===== src/rtl/food_pkg.sv =====
// Shared definitions for the money path: controller states, the
// denomination index type and the default coin values that the coin
// acceptor and the change dispenser must agree on.
package food_pkg;

    // Payout controller states
    typedef enum logic [1:0] {
        ST_IDLE   = 2'd0,
        ST_SELECT = 2'd1,
        ST_REQ    = 2'd2,
        ST_DONE   = 2'd3
    } state_t;

    // Index of a coin denomination, 0 = smallest, 3 = largest
    typedef logic [1:0] denom_t;

    localparam int NUM_DENOM = 4;

    // Default coin values in units of the smallest coin, ascending
    localparam int DEF_VAL0 = 1;
    localparam int DEF_VAL1 = 2;
    localparam int DEF_VAL2 = 5;
    localparam int DEF_VAL3 = 10;

    localparam int DEF_INIT_STOCK  = 20;
    localparam int DEF_ACK_TIMEOUT = 255;

endpackage : food_pkg


===== src/rtl/change_dispenser_if.sv =====
// Controller/hopper facing bundle of the change dispenser. The master
// side is the sale controller plus hopper; the slave side is the dispenser.
interface change_dispenser_if
    import food_pkg::*;
#(
    parameter int AMT_W = 10,
    parameter int CNT_W = 8
);
    // Payout request from the sale controller
    logic             start;
    logic [AMT_W-1:0] change_amt;
    // Hopper handshake
    logic             coin_req;
    denom_t           coin_sel;
    logic             coin_ack;
    // Stock refill
    logic             load_en;
    denom_t           load_sel;
    logic [CNT_W-1:0] load_cnt;
    // Status back to the controller
    logic             busy;
    logic             done;
    logic             short;
    logic             fault;
    logic [AMT_W-1:0] shortfall;
    logic [CNT_W-1:0] stock0;
    logic [CNT_W-1:0] stock1;
    logic [CNT_W-1:0] stock2;
    logic [CNT_W-1:0] stock3;

    modport master (
        output start, change_amt, coin_ack, load_en, load_sel, load_cnt,
        input  coin_req, coin_sel, busy, done, short, fault, shortfall,
               stock0, stock1, stock2, stock3
    );

    modport slave (
        input  start, change_amt, coin_ack, load_en, load_sel, load_cnt,
        output coin_req, coin_sel, busy, done, short, fault, shortfall,
               stock0, stock1, stock2, stock3
    );

endinterface : change_dispenser_if


===== src/rtl/coin_stock.sv =====
// Four per-denomination coin stock counters. A refill adds coins and
// saturates at the counter maximum; a decrement removes one ejected coin
// and never wraps below zero. Refill and decrement are never requested in
// the same cycle by the controller, refill is given priority regardless.
module coin_stock
    import food_pkg::*;
#(
    parameter int CNT_W      = 8,
    parameter int INIT_STOCK = DEF_INIT_STOCK
) (
    input  logic             clk,
    input  logic             rst_n,
    input  logic             i_load_en,
    input  denom_t           i_load_sel,
    input  logic [CNT_W-1:0] i_load_cnt,
    input  logic             i_dec_en,
    input  denom_t           i_dec_sel,
    output logic [CNT_W-1:0] o_stock [NUM_DENOM],
    output logic [NUM_DENOM-1:0] o_nonzero
);

    genvar gi;
    generate
        for (gi = 0; gi < NUM_DENOM; gi++) begin : g_cnt
            logic [CNT_W-1:0] r_cnt;
            logic [CNT_W:0]   w_sum;
            logic [CNT_W-1:0] w_sat;
            logic             w_hit_load;
            logic             w_hit_dec;

            // One extra bit catches the carry that signals saturation
            assign w_sum      = {1'b0, r_cnt} + {1'b0, i_load_cnt};
            assign w_sat      = w_sum[CNT_W] ? {CNT_W{1'b1}} : w_sum[CNT_W-1:0];
            assign w_hit_load = i_load_en && (i_load_sel == denom_t'(gi));
            assign w_hit_dec  = i_dec_en && (i_dec_sel == denom_t'(gi))
                                && (r_cnt != '0);

            // Stock counter: refill with saturation or remove one coin
            always_ff @(posedge clk or negedge rst_n) begin
                if (!rst_n) begin
                    r_cnt <= CNT_W'(INIT_STOCK);
                end else if (w_hit_load) begin
                    r_cnt <= w_sat;
                end else if (w_hit_dec) begin
                    r_cnt <= r_cnt - CNT_W'(1);
                end
            end

            assign o_stock[gi]   = r_cnt;
            assign o_nonzero[gi] = (r_cnt != '0);
        end
    endgenerate

endmodule : coin_stock


===== src/rtl/change_dispenser.sv =====
// Change dispenser: pays a requested amount one coin at a time through a
// req/ack hopper handshake, always picking the largest coin that fits the
// remaining amount and is in stock. Reports done, short-change (stock ran
// out) and fault (hopper did not answer) to the sale controller.
module change_dispenser
    import food_pkg::*;
#(
    parameter int AMT_W       = 10,
    parameter int CNT_W       = 8,
    parameter int VAL0        = DEF_VAL0,
    parameter int VAL1        = DEF_VAL1,
    parameter int VAL2        = DEF_VAL2,
    parameter int VAL3        = DEF_VAL3,
    parameter int INIT_STOCK  = DEF_INIT_STOCK,
    parameter int ACK_TIMEOUT = DEF_ACK_TIMEOUT
) (
    input  logic               clk,
    input  logic               rst_n,
    change_dispenser_if.slave  bus
);

    // The counter runs 0..ACK_TIMEOUT-1; reaching the last value with no
    // ack ends the request, so coin_req is high exactly ACK_TIMEOUT cycles.
    localparam int TMO_W = (ACK_TIMEOUT < 2) ? 1 : $clog2(ACK_TIMEOUT);
    localparam logic [TMO_W-1:0] TMO_LAST = TMO_W'(ACK_TIMEOUT - 1);

    state_t             r_state;
    state_t             w_state_next;
    logic [AMT_W-1:0]   r_remaining;
    logic [AMT_W-1:0]   w_remaining_next;
    denom_t             r_coin_sel;
    denom_t             w_coin_sel_next;
    logic               r_short;
    logic               w_short_next;
    logic               r_fault;
    logic               w_fault_next;
    logic [AMT_W-1:0]   r_shortfall;
    logic [AMT_W-1:0]   w_shortfall_next;
    logic [TMO_W-1:0]   r_tmo;
    logic [TMO_W-1:0]   w_tmo_next;

    logic               w_load_en;
    logic               w_dec_en;
    logic [CNT_W-1:0]   w_stock [NUM_DENOM];
    logic [NUM_DENOM-1:0] w_nonzero;
    logic [NUM_DENOM-1:0] w_elig;
    logic               w_any_elig;
    denom_t             w_pick;
    logic [AMT_W-1:0]   w_val [NUM_DENOM];

    assign w_val[0] = AMT_W'(VAL0);
    assign w_val[1] = AMT_W'(VAL1);
    assign w_val[2] = AMT_W'(VAL2);
    assign w_val[3] = AMT_W'(VAL3);

    // A denomination is eligible if it fits the remaining amount and at
    // least one coin of it is in stock; this also prevents underflow.
    genvar gi;
    generate
        for (gi = 0; gi < NUM_DENOM; gi++) begin : g_elig
            assign w_elig[gi] = w_nonzero[gi] && (w_val[gi] <= r_remaining);
        end
    endgenerate

    assign w_any_elig = |w_elig;

    // Greedy pick: the highest eligible index wins (values are ascending)
    always_comb begin
        w_pick = '0;
        for (int i = 0; i < NUM_DENOM; i++) begin
            if (w_elig[i]) begin
                w_pick = denom_t'(i);
            end
        end
    end

    coin_stock #(
        .CNT_W      (CNT_W),
        .INIT_STOCK (INIT_STOCK)
    ) u_stock (
        .clk        (clk),
        .rst_n      (rst_n),
        .i_load_en  (w_load_en),
        .i_load_sel (bus.load_sel),
        .i_load_cnt (bus.load_cnt),
        .i_dec_en   (w_dec_en),
        .i_dec_sel  (r_coin_sel),
        .o_stock    (w_stock),
        .o_nonzero  (w_nonzero)
    );

    // Next-state and datapath update for the payout sequence
    always_comb begin
        w_state_next     = r_state;
        w_remaining_next = r_remaining;
        w_coin_sel_next  = r_coin_sel;
        w_short_next     = r_short;
        w_fault_next     = r_fault;
        w_shortfall_next = r_shortfall;
        w_tmo_next       = r_tmo;
        w_load_en        = 1'b0;
        w_dec_en         = 1'b0;

        case (r_state)
            ST_IDLE: begin
                // start wins over a simultaneous refill, which is dropped
                if (bus.start) begin
                    w_remaining_next = bus.change_amt;
                    w_short_next     = 1'b0;
                    w_fault_next     = 1'b0;
                    w_shortfall_next = '0;
                    w_state_next     = ST_SELECT;
                end else if (bus.load_en) begin
                    w_load_en = 1'b1;
                end
            end

            ST_SELECT: begin
                if (r_remaining == '0) begin
                    w_state_next = ST_DONE;
                end else if (w_any_elig) begin
                    w_coin_sel_next = w_pick;
                    w_tmo_next      = '0;
                    w_state_next    = ST_REQ;
                end else begin
                    w_shortfall_next = r_remaining;
                    w_short_next     = 1'b1;
                    w_state_next     = ST_DONE;
                end
            end

            ST_REQ: begin
                if (bus.coin_ack) begin
                    w_remaining_next = r_remaining - w_val[r_coin_sel];
                    w_dec_en         = 1'b1;
                    w_state_next     = ST_SELECT;
                end else if (r_tmo == TMO_LAST) begin
                    w_fault_next     = 1'b1;
                    w_shortfall_next = r_remaining;
                    w_state_next     = ST_DONE;
                end else begin
                    w_tmo_next = r_tmo + TMO_W'(1);
                end
            end

            ST_DONE: begin
                w_state_next = ST_IDLE;
            end

            default: begin
                w_state_next = ST_IDLE;
            end
        endcase
    end

    // State and datapath registers; reset abandons any payout in flight
    always_ff @(posedge clk or negedge rst_n) begin
        if (!rst_n) begin
            r_state     <= ST_IDLE;
            r_remaining <= '0;
            r_coin_sel  <= '0;
            r_short     <= 1'b0;
            r_fault     <= 1'b0;
            r_shortfall <= '0;
            r_tmo       <= '0;
        end else begin
            r_state     <= w_state_next;
            r_remaining <= w_remaining_next;
            r_coin_sel  <= w_coin_sel_next;
            r_short     <= w_short_next;
            r_fault     <= w_fault_next;
            r_shortfall <= w_shortfall_next;
            r_tmo       <= w_tmo_next;
        end
    end

    // coin_req decodes straight from state so reset drops it at once
    assign bus.coin_req  = (r_state == ST_REQ);
    assign bus.coin_sel  = r_coin_sel;
    assign bus.busy      = (r_state != ST_IDLE);
    assign bus.done      = (r_state == ST_DONE);
    assign bus.short     = r_short;
    assign bus.fault     = r_fault;
    assign bus.shortfall = r_shortfall;
    assign bus.stock0    = w_stock[0];
    assign bus.stock1    = w_stock[1];
    assign bus.stock2    = w_stock[2];
    assign bus.stock3    = w_stock[3];

endmodule : change_dispenser


===== src/flat_wrapper.sv =====
// flat-port wrapper written by rule: the top's interface ports become plain ports
module change_dispenser_flat import food_pkg::*;
#(
    parameter int AMT_W       = 10,
    parameter int CNT_W       = 8,
    parameter int VAL0        = DEF_VAL0,
    parameter int VAL1        = DEF_VAL1,
    parameter int VAL2        = DEF_VAL2,
    parameter int VAL3        = DEF_VAL3,
    parameter int INIT_STOCK  = DEF_INIT_STOCK,
    parameter int ACK_TIMEOUT = DEF_ACK_TIMEOUT
)
  (clk, rst_n, bus_start, bus_change_amt, bus_coin_ack, bus_load_en, bus_load_sel, bus_load_cnt, bus_coin_req, bus_coin_sel, bus_busy, bus_done, bus_short, bus_fault, bus_shortfall, bus_stock0, bus_stock1, bus_stock2, bus_stock3);
  change_dispenser_if #(.AMT_W(AMT_W), .CNT_W(CNT_W)) bus_i ();
  input  logic clk;
  input  logic rst_n;
  input wire logic [$bits(bus_i.start)-1:0] bus_start;
  input wire logic [$bits(bus_i.change_amt)-1:0] bus_change_amt;
  input wire logic [$bits(bus_i.coin_ack)-1:0] bus_coin_ack;
  input wire logic [$bits(bus_i.load_en)-1:0] bus_load_en;
  input wire logic [$bits(bus_i.load_sel)-1:0] bus_load_sel;
  input wire logic [$bits(bus_i.load_cnt)-1:0] bus_load_cnt;
  output wire logic [$bits(bus_i.coin_req)-1:0] bus_coin_req;
  output wire logic [$bits(bus_i.coin_sel)-1:0] bus_coin_sel;
  output wire logic [$bits(bus_i.busy)-1:0] bus_busy;
  output wire logic [$bits(bus_i.done)-1:0] bus_done;
  output wire logic [$bits(bus_i.short)-1:0] bus_short;
  output wire logic [$bits(bus_i.fault)-1:0] bus_fault;
  output wire logic [$bits(bus_i.shortfall)-1:0] bus_shortfall;
  output wire logic [$bits(bus_i.stock0)-1:0] bus_stock0;
  output wire logic [$bits(bus_i.stock1)-1:0] bus_stock1;
  output wire logic [$bits(bus_i.stock2)-1:0] bus_stock2;
  output wire logic [$bits(bus_i.stock3)-1:0] bus_stock3;
  assign bus_i.start = bus_start;
  assign bus_i.change_amt = bus_change_amt;
  assign bus_i.coin_ack = bus_coin_ack;
  assign bus_i.load_en = bus_load_en;
  assign bus_i.load_sel = bus_load_sel;
  assign bus_i.load_cnt = bus_load_cnt;
  assign bus_coin_req = bus_i.coin_req;
  assign bus_coin_sel = bus_i.coin_sel;
  assign bus_busy = bus_i.busy;
  assign bus_done = bus_i.done;
  assign bus_short = bus_i.short;
  assign bus_fault = bus_i.fault;
  assign bus_shortfall = bus_i.shortfall;
  assign bus_stock0 = bus_i.stock0;
  assign bus_stock1 = bus_i.stock1;
  assign bus_stock2 = bus_i.stock2;
  assign bus_stock3 = bus_i.stock3;
  change_dispenser #(.AMT_W(AMT_W), .CNT_W(CNT_W), .VAL0(VAL0), .VAL1(VAL1), .VAL2(VAL2), .VAL3(VAL3), .INIT_STOCK(INIT_STOCK), .ACK_TIMEOUT(ACK_TIMEOUT)) u_core (.clk(clk), .rst_n(rst_n), .bus(bus_i));
endmodule

===== config.mk =====
export PLATFORM = sky130hd
export DESIGN_NAME = change_dispenser_flat
export DESIGN_NICKNAME = d
export VERILOG_FILES = /design/src/rtl/food_pkg.sv /design/src/rtl/change_dispenser_if.sv /design/src/rtl/coin_stock.sv /design/src/rtl/change_dispenser.sv /design/src/flat_wrapper.sv
export SDC_FILE = /design/constraint.sdc
export NUM_CORES = 1
export LEC_CHECK = 0
export BUFFER_PORTS_ARGS = -buffer_cell sky130_fd_sc_hd__buf_2
export CAP_MARGIN = 10
export CORE_UTILIZATION = 30
export DETAILED_ROUTE_END_ITERATION = 8
export GPL_ROUTABILITY_DRIVEN = 1
export GPL_TIMING_DRIVEN = 0
export SLEW_MARGIN = 20
export SYNTH_ARGS = -nofsm -noshare
export SYNTH_HDL_FRONTEND = slang
export SYNTH_SLANG_ARGS = --single-unit

===== constraint.sdc =====
create_clock -name clk -period 5.5 [get_ports clk]
set_input_delay 1.375 -clock clk [delete_from_list [all_inputs] [get_ports clk]]
set_output_delay 1.375 -clock clk [all_outputs]
set_load 0.01 [all_outputs]

== Yosys cells after proc, flatten, opt, wreduce, memory -nomap -nowiden ==
Cells that the tools add are included.
W data, S select, Z words.

* Mux-type cells: 50
* $lt $le $gt $ge: 5
* Add/sub/neg operators: 10
* Reductions and logical operators: 41
* Eq/ne operators: 19
* Bitwise logic cells: 2

{| class="wikitable"
|+ Operators with widths
! operator !! count
|-
| $mux W8 || 16
|-
| $mux W10 || 9
|-
| $add A8 B8 Y9 || 4
|-
| $reduce_bool A8 Y1 || 4
|-
| $sub A8 B1 Y8 const B || 4
|-
| $pmux W10 S3 || 1
|-
| $bmux W10 S2 || 1
|-
| $pmux W10 S2 || 1
|-
| $logic_and A1 B1 Y1 || 16
|-
| $pmux W8 S2 || 1
|-
| $reduce_bool A2 Y1 || 8
|-
| $eq A2 B2 Y1 const B || 6
|-
| $mux W1 || 12
|-
| $mux W2 || 6
|-
| $ne A2 B2 Y1 const B || 6
|-
| $le A1 B10 Y1 const A || 1
|-
| $le A2 B10 Y1 const A || 1
|-
| $le A3 B10 Y1 const A || 1
|-
| $le A4 B10 Y1 const A || 1
|-
| $logic_not A10 Y1 || 1
|-
| $sub A10 B10 Y10 || 1
|-
| $add A8 B1 Y8 const B || 1
|-
| $eq A8 B8 Y1 const B || 1
|-
| $pmux W2 S4 || 1
|-
| other kinds (15) || 23
|}

* Input port bits: 25
* Logic and storage cells: 138
* Output and inout bits: 49
* Bits in registers: 66

== Depth between registers and ports, before layout ==
Gate-level depths: netlist of the first run.

* Depth after elaboration: 7
* Mapped depth: 9

== Hierarchy ==
From an unflattened synthesis of the first run, not the netlist that was laid out.

* Cell total of the unflattened synthesis: 662
* Area, all modules: 5,654.2 µm²

{| class="wikitable"
|+ By module, submodules not included
! module !! area each (µm²) !! seq. area each (µm²) !! times used !! cells an instance
|-
| coin_stock || 3,470.8 || 810.8 || 1 || 405
|-
| change_dispenser || 2,183.3 || 850.8 || 1 || 257
|}

== Least setup slack after synthesis of the first run ==
OpenSTA, ideal clock, no wires.

* Kind: in2reg
* From: in bus_load_cnt[0]
* To: reg u_core.u_stock.g_cnt[3].r_cnt[3]
* Arrival time: 3.057 ns
* Data required time: 5.382 ns
* Slack: 2.325 ns
* Stages on the path: 8
* Path through: ha_1 fa_1 a211oi_1 o21ai_0 a221o_1 nor2_1 a31oi_1 a21o_1

* Word-level cells in the longest chain between the ends: 3

{| class="wikitable"
|+ Ends and longest elaborated chain
! element !! line !! text
|-
| from (decl) || flat_wrapper.sv:22 || <nowiki>input wire logic [$bits(bus_i.load_cnt)-1:0] bus_load_cnt;</nowiki>
|-
| $add A8 B8 Y9 || coin_stock.sv:32 || <nowiki>assign w_sum = {1'b0, r_cnt} + {1'b0, i_load_cnt};</nowiki>
|-
| $mux W8 || coin_stock.sv:33 || <nowiki>assign w_sat = w_sum[CNT_W] ? {CNT_W{1'b1}} : w_sum[CNT_W-1:0];</nowiki>
|-
| $mux W8 || coin_stock.sv:42 || <nowiki>end else if (w_hit_load) begin</nowiki>
|-
| to (signal assigned) || coin_stock.sv:41 || <nowiki>r_cnt <= CNT_W'(INIT_STOCK);</nowiki>
|-
| to (signal assigned) || coin_stock.sv:43 || <nowiki>r_cnt <= w_sat;</nowiki>
|-
| to (signal assigned) || coin_stock.sv:45 || <nowiki>r_cnt <= r_cnt - CNT_W'(1);</nowiki>
|-
| to (decl) || coin_stock.sv:25 || <nowiki>logic [CNT_W-1:0] r_cnt;</nowiki>
|}

Every way passes these cells.
A chain may end at the register's enable or synchronous reset.

== Worst setup path in the final report of the first run ==
* From: in bus_load_cnt[0]
* To: reg u_core.u_stock.g_cnt[2].r_cnt[1]

* Word-level cells in the longest chain between the ends: 3

{| class="wikitable"
|+ Ends and longest elaborated chain
! element !! line
|-
| $add A8 B8 Y9 || coin_stock.sv:32
|-
| $mux W8 || coin_stock.sv:33
|-
| $mux W8 || coin_stock.sv:42
|-
| to (signal assigned) || coin_stock.sv:41
|-
| to (signal assigned) || coin_stock.sv:43
|-
| to (signal assigned) || coin_stock.sv:45
|-
| to (decl) || coin_stock.sv:25
|}

Every way passes these cells.

==> results of run 1 <==
==> cell type report <==
class / instances / area, um^2
inverter: 32 / 120
timing repair buffer: 74 / 395
clock buffer: 9 / 225
buffer: 13 / 50.0
sequential: 66 / 1660
multi-input combinational: 504 / 3470
tap: 225 / 282
clock inverter: 7 / 124
fill: 1800 / 11000
==> cell usage after synthesis, types with 12 or more instances <==
cell type                  instances  share of area, %
sky130_fd_sc_hd__nand2_1          65               4.6
sky130_fd_sc_hd__dfrtp_1          58                27
sky130_fd_sc_hd__ha_1             50                12
sky130_fd_sc_hd__nor2_1           48               3.4
sky130_fd_sc_hd__a21oi_1          43               4.1
sky130_fd_sc_hd__o21ai_0          39               3.7
sky130_fd_sc_hd__inv_1            31               2.2
sky130_fd_sc_hd__nand3_1          21               2.0
sky130_fd_sc_hd__xnor2_1          19               3.1
sky130_fd_sc_hd__a22o_1           14               2.3
sky130_fd_sc_hd__nor3_1           13               1.2
sky130_fd_sc_hd__nor4_1           13               1.5
sky130_fd_sc_hd__a211oi_1         12               1.7
==> path summary, 6_finish.rpt <==
path | slack (ps) | to | start | cells after the start
worst min-delay path | 500 | u_core.bus.shortfall[1] | u_core.bus.shortfall[1] | 1
worst max register to register | 2770 | u_core.u_stock.g_cnt[0].r_cnt[6] | u_core.r_state[0] | 9
min in group asynchronous | 910 | u_core.bus.shortfall[5] | rst_n | 1
worst min register to register | 500 | u_core.bus.shortfall[1] | u_core.bus.shortfall[1] | 1
max in group asynchronous | 3990 | u_core.u_stock.g_cnt[2].r_cnt[4] | rst_n | 2
worst max-delay path | 2200 | u_core.u_stock.g_cnt[2].r_cnt[1] | bus_load_cnt[0] | 9
==> flip-flops by register name, indices dropped and copies added, names as in the netlist <==
name	flops
u_core.u_stock.g_cnt.r_cnt	32
u_core.r_tmo	8
u_core.bus.fault	1
u_core.bus.short	1
u_core.bus.coin_sel	2
u_core.bus.shortfall	10
u_core.r_remaining	10
u_core.r_state	2
==> layer usage <==
layer  share of wire [%]  wire, um  global-route usage [%]
met5                   0         0                       0
met4                 2.5       358                    6.30
met3                 4.5       642                    2.70
met2                  46      6570                    25.2
met1                  48      6850                    23.2
==> placed cells by master (no fill, tap or decap), types with 19 or more instances in the layout <==
| cell | count |
|---|---|
| sky130_fd_sc_hd__xnor2_1 | 19 |
| sky130_fd_sc_hd__ha_1 | 50 |
| sky130_fd_sc_hd__nand2_1 | 65 |
| sky130_fd_sc_hd__nor2_1 | 48 |
| sky130_fd_sc_hd__o21ai_0 | 39 |
| sky130_fd_sc_hd__dfrtp_1 | 58 |
| sky130_fd_sc_hd__nand3_1 | 21 |
| sky130_fd_sc_hd__a21oi_1 | 43 |
| sky130_fd_sc_hd__buf_2 | 73 |
| sky130_fd_sc_hd__inv_1 | 31 |
==> where the power goes <==
part | internal [mW] | switching [mW] | leakage (nW)
Clock | 0.448 | 0.242 | 0.167
Sequential | 0.665 | 0.276 | 0.777
Combinational | 0.671 | 0.891 | 1.76
==> logic make-up after synthesis <==
family                   after synthesis
adder cells (fa/ha/maj)               55
buffers and inverters                 45
flip-flops                            66
multiplexers                           8
XOR/XNOR                              29
AO/OA/AOI/OAI                        195
AND/OR/NAND/NOR                      217
==> impl_metrics.tcl, run 1 <==
set metrics [dict create \
    setup-violations-final 0 \
    synth_top_family_by_area "compound AO/OA/AOI/OAI gates" \
    post_detailed_placement_half_perimeter_wirelength_um 10900 \
    complex_gate_fraction_of_the_synthesized_area_pct 24.7 \
    number_of_remaining_drc_errors 0 \
    cp_max_fo 6 \
    critical_path.top_delay_family "compound AO/OA/AOI/OAI gates" \
    synthMuxAreaShare_pct 1.56 \
    synth_area_per_cell_um2 8.62 \
    fin_worst_hold_slack_ps 497 \
    timing_hold_violations_final 0 \
    boundaryPins 74 \
    maxCapViolCount 0 \
    startpoint_type "primary input" \
    post-cts-setup-buffer-count 0 \
    peakVddDrop_mv 0.186 \
    critPathMaxStageDelay_ps 430 \
    placed_instances 914 \
    first_pass_grt_wire_length_um 23600 \
    min_path_type "reg2reg" \
    post_dp_area_um2 5980 \
    required_ps 5720 \
    synth_nets 695 \
    die_height_um 135 \
    final_critical_path_share_of_the_clock_period_pct 60.1 \
    final-max-slew-violation-count 0 \
    critical-path-slowest-cell "sky130_fd_sc_hd__fa_1" \
    status "finished clean" \
    final_nets 780 \
    avgRoutedWirePerCell_um 15.5 \
    die_footprint_um2 18200 \
    totalPowerFinal_mw 3.19 \
    drt_pre_antenna_iters 5 \
    diodes 0 \
    postLayoutCellArea_um2 6330 \
    synth_xor_xnor_area_share_pct 4.79 \
    number_of_levels_in_the_clock_h_tree 3 \
    die-width_um 135 \
    detailroute.via_count 4900 \
    slew_headroom_pct 33.2 \
    timing.critical_path.to_type "register" \
    cts_hold_buf 0 \
    ys_seq_area_share_pct 31.4 \
    grt_pass1_vias 4522 \
    routabilityCongestion 0.833 \
    ratio_of_total_power_to_cell_area_nw_per_um2 505 \
    crit_type "in2reg" \
    drive_gt1_share_pct 15.9 \
    clock_insertion_delay_worst_skew_ps 340 \
    ant_nets 0 \
    netlist_area_um2 5300 \
    numCtsBuffers 9 \
    groute.usage.overall_pct 16.5 \
    drt_first_iter_violations 286 \
    synthToLayoutAreaGrowth_pct 19.4 \
    number_of_buffers_inserted_by_port_buffering 73 \
    setup_slack_ps 2200 \
    postSynthRegisterBits 66 \
    power_leakage_nw 2.70 \
    finalCoreUtilization_pct 36.6 \
    fmax_ghz 0.303 \
    route.detailed.vias_per_inst 5.27 \
    cts_root_buf "sky130_fd_sc_hd__clkbuf_16" \
    tightest_pin_transition_ps 994 \
    final-instance-count-excl-fill 930 \
    post_synth_and_or_nand_nor_area_fraction_pct 20.7 \
    largest_net_degree_at_the_start_of_global_routing 50 \
    synth-warning-count 0 \
    cts_tree "yes" \
    cp_cell_sequence "buf_2, ha_1, fa_1, a211oi_1, o21bai_1, a21oi_1, o211ai_1, o22ai_1, nand2_1" \
    worst_clock_skew_ps 8.38 \
    cp.buffers_inverters 1 \
    postSynthCellCount 615 \
    final.setup.tns_ps 0 \
    globalRoute.totalOverflow 0 \
    drt_wl_total_um 14400 \
    cts-resized-gates 0 \
    antenna_found_initial 0 \
    synth_adder_area_share_pct 13.7 \
    synth_top_flop_cell "sky130_fd_sc_hd__dfrtp_1" \
    clock_path_buffers 2 \
    cts.sinks 66 \
    core_box_area_um2 17300 \
    timing.final.crit_period_ps 3300 \
    yosysUniqueCellTypes 69 \
    rsz0062_at_grt "no" \
    clkSlewWorstSetupHoldPaths_ps 60 \
    place_ws_ps 1880 \
    timing.critical_path.arrival_ps 3520 \
    number_of_enable_flip_flop_cells_after_synthesis 0 \
    initial_core_util_pct 30.6 \
    synth-async-reset-ratio_pct 100 \
    number_of_standard_cell_rows_in_the_floorplan 48 \
]
(Power assumes the default switching activity.)
==> run 2, diff against run 1 <==
==> constraint.sdc (replaced) <==
create_clock -name clk -period 2.75 [get_ports clk]
set_input_delay 0.6875 -clock clk [delete_from_list [all_inputs] [get_ports clk]]
set_output_delay 0.6875 -clock clk [all_outputs]
set_load 0.01 [all_outputs]
==> impl_metrics.tcl, run 2 (same netlist as run 1, synthesis figures left out) <==
set metrics [dict create \
    ratio_of_total_power_to_cell_area_nw_per_um2 1010 \
    most_frequent_standard_cell_in_the_layout_excluding_fill_and_tap_cells "sky130_fd_sc_hd__buf_2" \
    avgRoutedWirePerCell_um 15.5 \
    clkSlewWorstSetupHoldPaths_ps 60 \
    most-common-layout-cells "sky130_fd_sc_hd__buf_2, sky130_fd_sc_hd__nand2_1, sky130_fd_sc_hd__dfrtp_1" \
    synthToLayoutAreaGrowth_pct 20.5 \
    ant_nets 0 \
    finalCoreUtilization_pct 36.9 \
    route.detailed.vias_per_inst 5.26 \
    number_of_levels_in_the_clock_h_tree 3 \
    tightest_pin_transition_ps 767 \
    ff2ff_setup_slack_ps 130 \
    number_of_standard_cell_rows_in_the_floorplan 48 \
    timing.final.crit_period_ps 2630 \
    crit_end "u_core.u_stock.g_cnt[2].r_cnt[5]" \
    boundaryPins 74 \
    groute.usage.overall_pct 16.5 \
    clock_path_buffers 2 \
    cp_max_fo 6 \
    cts_tree "yes" \
    largest_net_degree_at_the_start_of_global_routing 50 \
    cp.buffers_inverters 1 \
    timing_hold_violations_final 0 \
    nFillCells 1797 \
    number_of_remaining_drc_errors 0 \
    number_of_buffers_inserted_by_port_buffering 73 \
    final-max-slew-violation-count 0 \
    drt_pre_antenna_iters 4 \
    numCtsBuffers 9 \
    post_detailed_placement_half_perimeter_wirelength_um 10900 \
    critical_path_cell_count 9 \
    core_box_area_um2 17300 \
    totalPowerFinal_mw 6.44 \
    timing.reg2reg.worst_path_depth 8 \
    drt_first_iter_violations 345 \
    final_nets 781 \
    crit_type "in2reg" \
    drive_gt1_share_pct 17.4 \
    detailroute.via_count 4895 \
    cp_cell_sequence "buf_2, ha_1, fa_1, a211oi_1, o21bai_1, a21oi_1, o211ai_1, nor2_1, o21ai_1" \
    routabilityCongestion 0.833 \
    r2r-end "u_core.bus.shortfall[6]" \
    maxCapViolCount 0 \
    drt_wl_total_um 14500 \
    min_path_type "in2async" \
    required_ps 2970 \
    slew_headroom_pct 48.3 \
    rsz0062_at_grt "no" \
    peakVddDrop_mv 0.373 \
    startpoint_type "primary input" \
    status "finished clean" \
    timing.critical_path.arrival_ps 2850 \
    final_critical_path_share_of_the_clock_period_pct 95.5 \
    max_flop_register "u_core.u_stock.g_cnt.r_cnt" \
    die_height_um 135 \
    fmax_ghz 0.381 \
    die-width_um 135 \
    power_leakage_nw 2.72 \
    initial_core_util_pct 30.6 \
    flip_flop_count_of_the_largest_register_after_layout 32 \
    critPathMaxStageDelay_ps 430 \
    grt_pass1_vias 4522 \
    cts_root_buf "sky130_fd_sc_hd__clkbuf_16" \
    cts_hold_buf 0 \
    globalRoute.totalOverflow 0 \
    timing.critical_path.to_type "register" \
    critical_path.top_delay_family "compound AO/OA/AOI/OAI gates" \
    worst_clock_skew_ps 7.73 \
    die_footprint_um2 18200 \
    r2r-start "u_core.r_remaining[6]" \
    critical-path-slowest-cell "sky130_fd_sc_hd__fa_1" \
    first_pass_grt_wire_length_um 23600 \
    cts.sinks 66 \
    clock_insertion_delay_worst_skew_ps 340 \
    diodes 0 \
    crit_start "bus_load_cnt[0]" \
    antenna_found_initial 0 \
    setup-violations-final 0 \
]
==> run 2: cell count changes in the layout (fill, tap and decap cells not counted), sizes merged <==
cell / delta
buf: +1
==> run 2: where the power goes <==
| group | internal [mW] | leakage [nW] | switching, mW |
|---|---|---|---|
| Clock | 0.895 | 0.167 | 0.485 |
| Sequential | 1.33 | 0.777 | 0.560 |
| Combinational | 1.36 | 1.78 | 1.81 |
==> run 2: cell type report <==
cell class,count,area [um^2],share of cell area [%]
buffer,13,52.6,0.823
clock buffer,9,225,3.53
clock inverter,7,124,1.94
inverter,32,120,1.88
multi-input combinational,504,3520,55.1
sequential,66,1660,26.0
tap,225,282,4.41
timing repair buffer,75,403,6.31
==> run 2: timing repair <==
action                                  in CTS  in global routing
endpoints found under the setup margin       0                 35
resized for setup                            0                 15
setup buffers                                0                  1
==> run 2: metal layers <==
layer	GRT usage (%)	share of wire [%]	wire (um)
met2	25.2	45	6570
met5	0	0	0
met3	2.70	4.0	579
met4	6.30	2.6	376
met1	23.2	48	6950
==> run 2: how the worst min path moves through the flow <==
stage / startpoint / end / slack (ps) / cells past startpoint
floorplan: rst_n / u_core.bus.coin_sel[0] / 390 / 0
global placement: u_core.bus.shortfall[8] / u_core.bus.shortfall[8] / 490 / 1
detailed placement: u_core.bus.shortfall[6] / u_core.bus.shortfall[6] / 490 / 1
CTS: rst_n / u_core.bus.shortfall[5] / 220 / 1
global route: rst_n / u_core.bus.shortfall[5] / 220 / 1
finish: rst_n / u_core.bus.shortfall[5] / 220 / 1
==> run 2: through the flow <==
stage	std cells	setup TNS (ps)	setup slack, ps	hold slack (ps)	area, um^2
after floorplan	615	0	263	392	5300
after CTS	930	0	39.2	219	6330
after global placement	913	-2920	-205	487	5950
after detailed placement	914	-2230	-178	487	5980
final	931	0	125	221	6380
after global routing	931	0	18.5	225	6380
==> run 3, diff against run 2 <==
--- a/config.mk
+++ b/config.mk
@@ -5,10 +5,11 @@
 export SDC_FILE = /design/constraint.sdc
 export NUM_CORES = 1
 export LEC_CHECK = 0
-export BUFFER_PORTS_ARGS = -buffer_cell sky130_fd_sc_hd__buf_2
 export CAP_MARGIN = 10
 export CORE_UTILIZATION = 30
+export CTS_BUF_LIST = sky130_fd_sc_hd__clkbuf_4 sky130_fd_sc_hd__clkbuf_8
 export DETAILED_ROUTE_END_ITERATION = 8
+export DONT_BUFFER_PORTS = 1
 export GPL_ROUTABILITY_DRIVEN = 1
 export GPL_TIMING_DRIVEN = 0
 export SLEW_MARGIN = 20
==> impl_metrics.tcl, run 3 (same netlist as run 1, synthesis figures left out) <==
set metrics [dict create \
    die-width_um 135 \
    cts_tree "yes" \
    post_detailed_placement_half_perimeter_wirelength_um 10800 \
    diodes 0 \
    clkSlewWorstSetupHoldPaths_ps 90 \
    cp_max_fo 10 \
    grt_pass1_vias 4397 \
    detailroute.via_count 4623 \
    most_frequent_standard_cell_in_the_layout_excluding_fill_and_tap_cells "sky130_fd_sc_hd__nand2_1" \
    avgRoutedWirePerCell_um 17.2 \
    nFillCells 1826 \
    worst_clock_skew_ps 11.3 \
    placed_instances 840 \
    timing.critical_path.arrival_ps 2860 \
    timing.final.crit_period_ps 2600 \
    globalRoute.totalOverflow 0 \
    die_height_um 135 \
    startpoint_type "register" \
    largest_net_degree_at_the_start_of_global_routing 59 \
    groute.usage.overall_pct 16.8 \
    number_of_levels_in_the_clock_h_tree 3 \
    numCtsBuffers 9 \
    max_flop_register "u_core.u_stock.g_cnt.r_cnt" \
    number_of_remaining_drc_errors 0 \
    ff2ff_setup_slack_ps 150 \
    synthToLayoutAreaGrowth_pct 12.6 \
    final_nets 710 \
    drt_first_iter_violations 270 \
    first_pass_grt_wire_length_um 23600 \
    ratio_of_total_power_to_cell_area_nw_per_um2 1000 \
    power_leakage_nw 2.42 \
    drt_pre_antenna_iters 4 \
    fmax_ghz 0.385 \
    most-common-layout-cells "sky130_fd_sc_hd__nand2_1, sky130_fd_sc_hd__dfrtp_1, sky130_fd_sc_hd__ha_1" \
    final.setup.tns_ps 0 \
    post_dp_area_um2 5580 \
    boundaryPins 74 \
    peakVddDrop_mv 0.339 \
    maxCapViolCount 0 \
    cts.sinks 66 \
    antenna_found_initial 0 \
    final_critical_path_share_of_the_clock_period_pct 94.4 \
    status "finished clean" \
    drt_wl_total_um 14800 \
    tightest_pin_transition_ps 813 \
    required_ps 3010 \
    number_of_buffers_inserted_by_port_buffering 0 \
    final-instance-count-excl-fill 860 \
    final-max-slew-violation-count 0 \
    clock_insertion_delay_worst_skew_ps 380 \
    flip_flop_count_of_the_largest_register_after_layout 32 \
    ant_nets 0 \
    number_of_standard_cell_rows_in_the_floorplan 48 \
    clock_path_buffers 2 \
    core_box_area_um2 17300 \
    slew_headroom_pct 45.2 \
    timing_hold_violations_final 0 \
    die_footprint_um2 18200 \
    cts_root_buf "sky130_fd_sc_hd__clkbuf_8" \
    rsz0062_at_grt "no" \
    postLayoutCellArea_um2 5970 \
    route.detailed.vias_per_inst 5.38 \
    drive_gt1_share_pct 8.66 \
    min_path_type "in2async" \
    setup-violations-final 0 \
    initial_core_util_pct 30.6 \
    routabilityCongestion 0.837 \
    crit_type "reg2reg" \
    timing.critical_path.to_type "register" \
]
==> run 3: changes by cell type in the layout (fill, tap and decap cells not counted), sizes merged <==
cell / before / now
clkinv: 1 / 3
clkbuf: 20 / 19
buf: 77 / 7
inv: 34 / 31
bufinv: 3 / 4
==> run 3: path summary, 6_finish.rpt <==
kind / startpoint / to / depth (start not counted)
max: u_core.u_stock.g_cnt[1].r_cnt[3] / u_core.bus.shortfall[8] / 7
min: rst_n / u_core.u_stock.g_cnt[1].r_cnt[4] / 0
max reg2reg: u_core.u_stock.g_cnt[1].r_cnt[3] / u_core.bus.shortfall[8] / 7
min reg2reg: u_core.r_remaining[0] / u_core.bus.shortfall[0] / 1
max in group asynchronous: rst_n / u_core.u_stock.g_cnt[3].r_cnt[7] / 1
min in group clk: bus_change_amt[0] / u_core.r_remaining[0] / 2
==> run 3: critical path, cell delays in order (launching register included) <==
cell and delay [ps]:
sky130_fd_sc_hd__dfrtp_1 510, sky130_fd_sc_hd__nor4_4 430, sky130_fd_sc_hd__nand3_2 200, sky130_fd_sc_hd__a2111oi_4 430
sky130_fd_sc_hd__nand4b_1 250, sky130_fd_sc_hd__a21o_1 230, sky130_fd_sc_hd__buf_2 180, sky130_fd_sc_hd__a22o_1 250
==> run 3: metrics by stage <==
stage	setup slack, ps	hold slack [ps]	utilization [%]	total power, mW
final	155	149	34.5	5.97
after global routing	11.1	131	34.5	6.46
after detailed placement	-111	393	32.3	4.74
after floorplan	263	392	-	4.05
after global placement	-117	393	32.3	4.72
after CTS	25.3	129	34.0	5.93
==> run 3: timing repair <==
action / CTS / global route
buffers inserted: 0 / 3
hold buffers: 1 / 0
endpoints found under the setup margin: 5 / 37
hold endpoints to repair: 58 / 0
resized for setup: 2 / 16
pin swaps: 0 / 1
==> run 3: final cells by class <==
type	instances	area (um^2)	area share, %
Clock inverter	7	141	2.37
Tap cell	225	282	4.72
Inverter	32	120	2.01
Sequential cell	66	1660	27.9
Multi-Input combinational cell	504	3540	59.3
Clock buffer	9	124	2.08
Timing Repair Buffer	4	50.0	0.838
Buffer	13	52.6	0.880
==> run 3: per-layer routing <==
layer  vias up  track usage, %  part of all wire, %
li1       2314               -                    -
met1      2180            21.5                   45
met2       106            27.7                   47
met3        23            3.53                  5.2
met4         0            6.49                  2.4
met5         -               0                    0
==> run 3: where the power goes <==
| group | internal, mW | total (mW) | switching (mW) |
|---|---|---|---|
| logic | 1.20 | 2.78 | 1.58 |
| clock network | 0.694 | 1.14 | 0.444 |
| registers | 1.33 | 2.06 | 0.729 |
